--- src/rtl/mux_pkg.sv ---
// mux_pkg: shared scan state encoding and settle counter width for mux_scan_sampler
package mux_pkg;
  typedef enum logic [1:0] {IDLE, SETTLE, VALID} scan_state_t;
  localparam int SETTLE_W = 8;
endpackage

--- src/rtl/scan_timer.sv ---
// scan_timer: loadable settle down-counter; done flags the last settle cycle (count 1)
// ports: clk, rst_n (async active-low), load (reload with LOAD), done (count == 1)
module scan_timer import mux_pkg::*; #(
  parameter int LOAD = 2
) (
  input  logic clk,
  input  logic rst_n,
  input  logic load,
  output logic done
);
  logic [SETTLE_W-1:0] cnt;
  always_ff @(posedge clk or negedge rst_n)
    if (!rst_n) cnt <= '0;
    else if (load) cnt <= SETTLE_W'(LOAD);
    else if (cnt != '0) cnt <= cnt - 1'b1;
  assign done = cnt == SETTLE_W'(1);
endmodule

--- src/rtl/mux_scan_sampler.sv ---
// mux_scan_sampler: round-robin key sequencer that settles an external mux and streams its samples
// ports: clk, rst_n (async active-low); en scan enable; key drives the mux; mux_data is the mux output;
//   out_valid/out_ready/out_key/out_data form the sample stream; wrap pulses after channel NR_KEY-1 completes.
// SCAN_CHANGE_ONLY_EN: when defined, a channel whose data equals its last accepted value is skipped.
module mux_scan_sampler #(
  parameter int NR_KEY   = 4,
  parameter int KEY_LEN  = 2,
  parameter int DATA_LEN = 2,
  parameter int SETTLE   = 2
) (
  input  logic                clk,
  input  logic                rst_n,
  input  logic                en,
  output logic [KEY_LEN-1:0]  key,
  input  logic [DATA_LEN-1:0] mux_data,
  output logic                out_valid,
  input  logic                out_ready,
  output logic [KEY_LEN-1:0]  out_key,
  output logic [DATA_LEN-1:0] out_data,
  output logic                wrap
);
  import mux_pkg::*;
  localparam logic [KEY_LEN-1:0] LAST_KEY = KEY_LEN'(NR_KEY - 1);
  scan_state_t state, nxt;
  logic done, load, capture, skip, accept, fin;
  scan_timer #(.LOAD(SETTLE)) u_timer (
    .clk  (clk),
    .rst_n(rst_n),
    .load (load),
    .done (done)
  );
`ifdef SCAN_CHANGE_ONLY_EN
  logic [DATA_LEN-1:0] last [NR_KEY];
  always_ff @(posedge clk or negedge rst_n)
    if (!rst_n) last <= '{default: '0};
    else if (accept) last[key] <= out_data;
`endif
  always_ff @(posedge clk or negedge rst_n)
    if (!rst_n) state <= mux_pkg::IDLE;
    else state <= nxt;
  always_comb begin
    nxt = state;
    case (state)
      mux_pkg::IDLE:   nxt = en ? mux_pkg::SETTLE : mux_pkg::IDLE;
      mux_pkg::SETTLE: nxt = !done ? mux_pkg::SETTLE : !skip ? mux_pkg::VALID : en ? mux_pkg::SETTLE : mux_pkg::IDLE;
      mux_pkg::VALID:  nxt = !out_ready ? mux_pkg::VALID : en ? mux_pkg::SETTLE : mux_pkg::IDLE;
      default:         nxt = mux_pkg::IDLE;
    endcase
  end
  // a channel completes either on accept or, with change-only scanning, on an unchanged sample
  always_comb begin
    capture = state == mux_pkg::SETTLE && done;
    accept  = state == mux_pkg::VALID && out_ready;
`ifdef SCAN_CHANGE_ONLY_EN
    skip = capture && mux_data == last[key];
`else
    skip = 1'b0;
`endif
    fin  = accept || skip;
    load = en && (state == mux_pkg::IDLE || fin);
  end
  always_ff @(posedge clk or negedge rst_n)
    if (!rst_n) begin
      key       <= '0;
      out_valid <= 1'b0;
      out_key   <= '0;
      out_data  <= '0;
      wrap      <= 1'b0;
    end else begin
      key       <= fin ? (key == LAST_KEY ? '0 : key + 1'b1) : key;
      out_valid <= (capture && !skip) || (out_valid && !accept);
      wrap      <= fin && key == LAST_KEY;
      if (capture && !skip) begin
        out_key  <= key;
        out_data <= mux_data;
      end
    end
endmodule
--- config.mk ---
export PLATFORM = sky130hd
export DESIGN_NAME = mux_scan_sampler
export DESIGN_NICKNAME = d
export VERILOG_FILES = /design/src/rtl/mux_pkg.sv /design/src/rtl/scan_timer.sv /design/src/rtl/mux_scan_sampler.sv
export SDC_FILE = /design/constraint.sdc
export NUM_CORES = 1
export LEC_CHECK = 0
export BUFFER_PORTS_ARGS = -buffer_cell sky130_fd_sc_hd__clkbuf_2
export CORE_MARGIN = 2
export CORE_UTILIZATION = 54
export CTS_CLUSTER_DIAMETER = 50
export DETAILED_ROUTE_END_ITERATION = 12
export PLACE_DENSITY_LB_ADDON = 0.12
export SLEW_MARGIN = 20
export SYNTH_ARGS = -nofsm -noshare
export SYNTH_HDL_FRONTEND = slang
export SYNTH_SLANG_ARGS = --single-unit
--- constraint.sdc ---
create_clock -name clk -period 2.3 [get_ports clk]
set_clock_uncertainty 0.2 [all_clocks]
set_input_delay 0.345 -clock clk [delete_from_list [all_inputs] [get_ports clk]]
set_output_delay 0.345 -clock clk [all_outputs]
set_load 0.02 [all_outputs]
==> flow_summary.rst <==
.. list-table::
   :header-rows: 1

   * - Metric
     - Value
   * - Setup TNS
     - 0 ps
   * - Sw Pwr
     - 0.5684 mW
   * - Switching share of power
     - roughly 41%
   * - H-tree depth
     - 1
   * - Unique masters post-synth
     - 31
   * - Signed area change from the synthesized netlist to the final layout
     - 13.53%
   * - Worst reg2reg startpoint
     - u_timer.cnt[0]
   * - Slew of the pin with the lowest slew margin
     - approximately 600 ps
   * - Worst-skew pair later-pin latency
     - 280 ps
   * - Clock Sink Count
     - 18
   * - Routed wl met3
     - 81 um
   * - PostCTS Resize Cnt
     - 0
   * - Main flop type after synthesis
     - sky130_fd_sc_hd__dfrtp_1
   * - Die outline width
     - 45.38 um
   * - Post-synth design cell area
     - 924.6 sq um
   * - Critical path class
     - register to register
   * - Area occupied by multi-input gates
     - 451.7 sq um
   * - Worst-case reg-to-reg path depth
     - 5
   * - Ratio of final minimum period to clock period
     - 92.07%
   * - Post-synthesis cell type with the largest combined area
     - sky130_fd_sc_hd__dfrtp_1
   * - Height of the die
     - between 40 and 50 um
   * - DR vias
     - between 700 and 800
   * - Highest layer used for signal routing
     - met4
   * - Crit. Startpoint
     - u_timer.cnt[0]
   * - Worst min-delay path class
     - primary input to register
   * - LEAKAGE
     - 0.4904 nW
   * - Cell at the root of the clock tree
     - sky130_fd_sc_hd__clkbuf_4
   * - Internal power
     - 0.8068 mW
   * - Number of clock buffers inserted by TritonCTS
     - 3
   * - Initial cell density of the core
     - 59.31%
   * - Residual overflow from global routing
     - 0
   * - Sequential area share after synthesis
     - 48.71%
   * - Synth Net Count
     - 92
   * - Aggregate global-route resource usage
     - 20.10%
   * - Antenna violation net count after detailed routing
     - 0
   * - Slowest cell delay on critical path
     - between 600 and 700 ps
   * - Critical Path End Type
     - register
   * - Global-route wire length before repair
     - 2939 um
   * - Largest driver fanout on the critical path
     - 9
   * - Setup slack of the most critical reg-to-reg path
     - 180 ps
   * - Number of max-cap violations
     - 0
   * - Average via count per standard cell
     - 6.078
   * - Net count reported at finish
     - 112
   * - Filler instances
     - 137
   * - Top cells by area, synth
     - sky130_fd_sc_hd__dfrtp_1 49%, sky130_fd_sc_hd__mux2_2 7.3%, sky130_fd_sc_hd__ha_1 5.4%
   * - Ordered list of cells on the worst path
     - inv_1 -> ha_1 -> nor3b_2 -> a2111oi_0 -> mux2i_1
   * - DRT Wirelength
     - around 1700 um
   * - Max transition margin
     - roughly three fifths
   * - Flip-flop and latch count after synthesis
     - 18
   * - Site Rows
     - 14
   * - Detailed Routing Iterations Pass 1
     - 4
   * - Shortest clock period the worst path allows after layout
     - 2118 ps
   * - Final Hold Vio Count
     - 0
   * - Final RePlAce weighted congestion
     - 0.7866
   * - Number of DRC violations after detailed routing
     - 0
   * - Most frequent cells after synthesis
     - 18 x sky130_fd_sc_hd__dfrtp_1, 6 x sky130_fd_sc_hd__inv_1, 6 x sky130_fd_sc_hd__mux2_2
   * - Total power density per cell area
     - 1310 mW/mm^2
   * - Area of the core
     - 0.001559 sq mm
   * - Reg-to-reg endpoint
     - u_timer.cnt[4]
   * - CP Capture Point
     - u_timer.cnt[4]
   * - Number of antenna diodes
     - 0
   * - Number of enable flip-flop cells after synthesis
     - 0
   * - Share of async-settable or async-resettable flops after synthesis
     - 100.0%
   * - Most used standard cell by instance count after synthesis
     - sky130_fd_sc_hd__dfrtp_1
   * - Met1 WL
     - 712 um
   * - Average instance area after synthesis
     - 11.28 sq um
   * - Yosys warnings
     - 0
   * - Clock network fraction of design power
     - ~11%
   * - Number of buffers between clock root and the deepest sink
     - 2
   * - FF+latch area
     - 450.4 sq um
   * - I/O pin total
     - 14
   * - Drt first-iter violations
     - 16
   * - Antenna violations before repair
     - 0
   * - DPL Wire Length
     - 1255 um
   * - Critical Path Start Type
     - register
   * - Die ar.
     - 0.002059 sq mm
   * - Port Buf Inserts
     - 13
   * - Run status
     - complete, no violations
   * - Logic gate share of total power
     - between 40% and 50%
   * - Post-Synthesis Cells
     - 82
   * - CP required
     - 2310 ps
   * - Met2 routed WL
     - 838 um
   * - RSZ-0062 raised after global routing
     - false
   * - TritonCTS clock tree
     - built
   * - Final Max Tran Viols
     - 0
   * - Clock slew at the register clock pins of the worst setup and hold paths
     - ~90 ps
   * - Largest voltage drop on the vdd net
     - 0.0008943 V
   * - Setup Buffers After CTS
     - 0
   * - Via count of the first global-routing pass
     - 689
   * - Timing-limited maximum frequency
     - 472.2 MHz
   * - CP arrival
     - 2130 ps
   * - Wire length per cell after detailed routing
     - ~14 um
   * - Share of the synthesized area in the top cell type
     - 48.71%
   * - Fraction of power consumed by sequential logic
     - 43.0%
   * - Fraction of layout cells with a size suffix above 1
     - roughly 30%
   * - Standard cell with the maximum stage delay on the critical path
     - sky130_fd_sc_hd__a2111oi_0
   * - Total power
     - 1.375 mW
   * - Pin count of the biggest net entering global routing
     - 19
   * - Worst-case hold slack
     - 49.83 ps
   * - Number of endpoints failing setup at the final stage
     - 0
   * - Number of hold-repair buffers added at the cts stage
     - 1
-- power by group through the flow --
stage	clock (mW)	combinational [mW]	sequential [mW]
3_3_place_gp	0	0.612	0.589
6_report	0.149	0.635	0.592
3_5_place_dp	0	0.637	0.596
4_1_cts	0.154	0.640	0.589
5_1_grt	0.165	0.714	0.617
2_1_floorplan	0	0.406	0.632
-- cell families (layout without fill, tap and decap cells) --
| kind of cell | Yosys count | after routing | share of synthesized area, % |
|---|---|---|---|
| adders and majority gates | 4 | 4 | 5.413 |
| muxes | 8 | 8 | 9.472 |
| DFF | 18 | 18 | 48.71 |
| buffers and inverters | 6 | 24 | 2.436 |
| AOI/OAI and AO/OA | 22 | 22 | 16.78 |
| and+or+nand+nor | 24 | 24 | 17.19 |
-- stage by stage --
stage | utilization, % | cells | cell area [sq um] | worst slack [ps]
floorplan | - | 82 | 924.6 | 459.8
global placement | 65.25 | 112 | 1017 | 391.9
detailed placement | 65.25 | 112 | 1017 | 229.8
CTS | 67.34 | 116 | 1050 | 193.3
global route | 67.34 | 116 | 1050 | 2.291
finish | 67.34 | 116 | 1050 | 182.4
-- critical path: cells and delay by family, from the launching register on --
family | cells | cell delay (ps)
adder cells (fa/ha/maj) | 1 | 210
flip-flops | 1 | 450
AND/OR/NAND/NOR | 1 | 210
multiplexers | 1 | 250
AO/OA/AOI/OAI | 1 | 620
buffers and inverters | 1 | 100
-- layout make-up --
cell class              instances  area share [%]
inverters                       6           2.145
clock buffers                   3           2.145
repair buffers                 15           7.866
multi-input cells              58           43.03
well taps                      16           1.907
flip-flops and latches         18           42.91
-- state kept, by name, indices dropped and copies added, names as in the netlist --
name         flops
u_timer.cnt      8
key              2
out_data         2
out_key          2
state            2
out_valid        1
wrap             1
-- layout by cell type, fill, tap and decap left out, types with 2 or more instances in the layout --
cell type	n
sky130_fd_sc_hd__a21oi_1	5
sky130_fd_sc_hd__o21ai_0	4
sky130_fd_sc_hd__ha_1	4
sky130_fd_sc_hd__dfrtp_1	18
sky130_fd_sc_hd__inv_1	6
sky130_fd_sc_hd__nand3_1	2
sky130_fd_sc_hd__a21o_1	2
sky130_fd_sc_hd__nand4_1	2
sky130_fd_sc_hd__nand2_1	4
sky130_fd_sc_hd__clkbuf_2	13
sky130_fd_sc_hd__mux2i_1	2
sky130_fd_sc_hd__o21bai_1	2
sky130_fd_sc_hd__or3_1	3
sky130_fd_sc_hd__nor2_1	4
sky130_fd_sc_hd__clkbuf_4	3
sky130_fd_sc_hd__o31ai_1	2
sky130_fd_sc_hd__mux2_2	6
-- per-layer routing --
layer	vias up	track usage (%)
li1	343	-
met4	0	8.824
met3	2	2.778
met2	24	33.80
met5	-	0
met1	336	25.58
-- worst min-delay path by stage --
stage              start        endpoint  slack [ps]  cells past startpoint
2_1_floorplan      rst_n          key[0]        -150                      0
6_report       out_ready        state[1]          50                      2
5_1_grt        out_ready        state[1]          50                      2
3_3_place_gp       rst_n  u_timer.cnt[6]         110                      1
4_1_cts        out_ready        state[1]          50                      2
3_5_place_dp       rst_n  u_timer.cnt[6]         110                      1
Power figures use the tool's default switching activity.
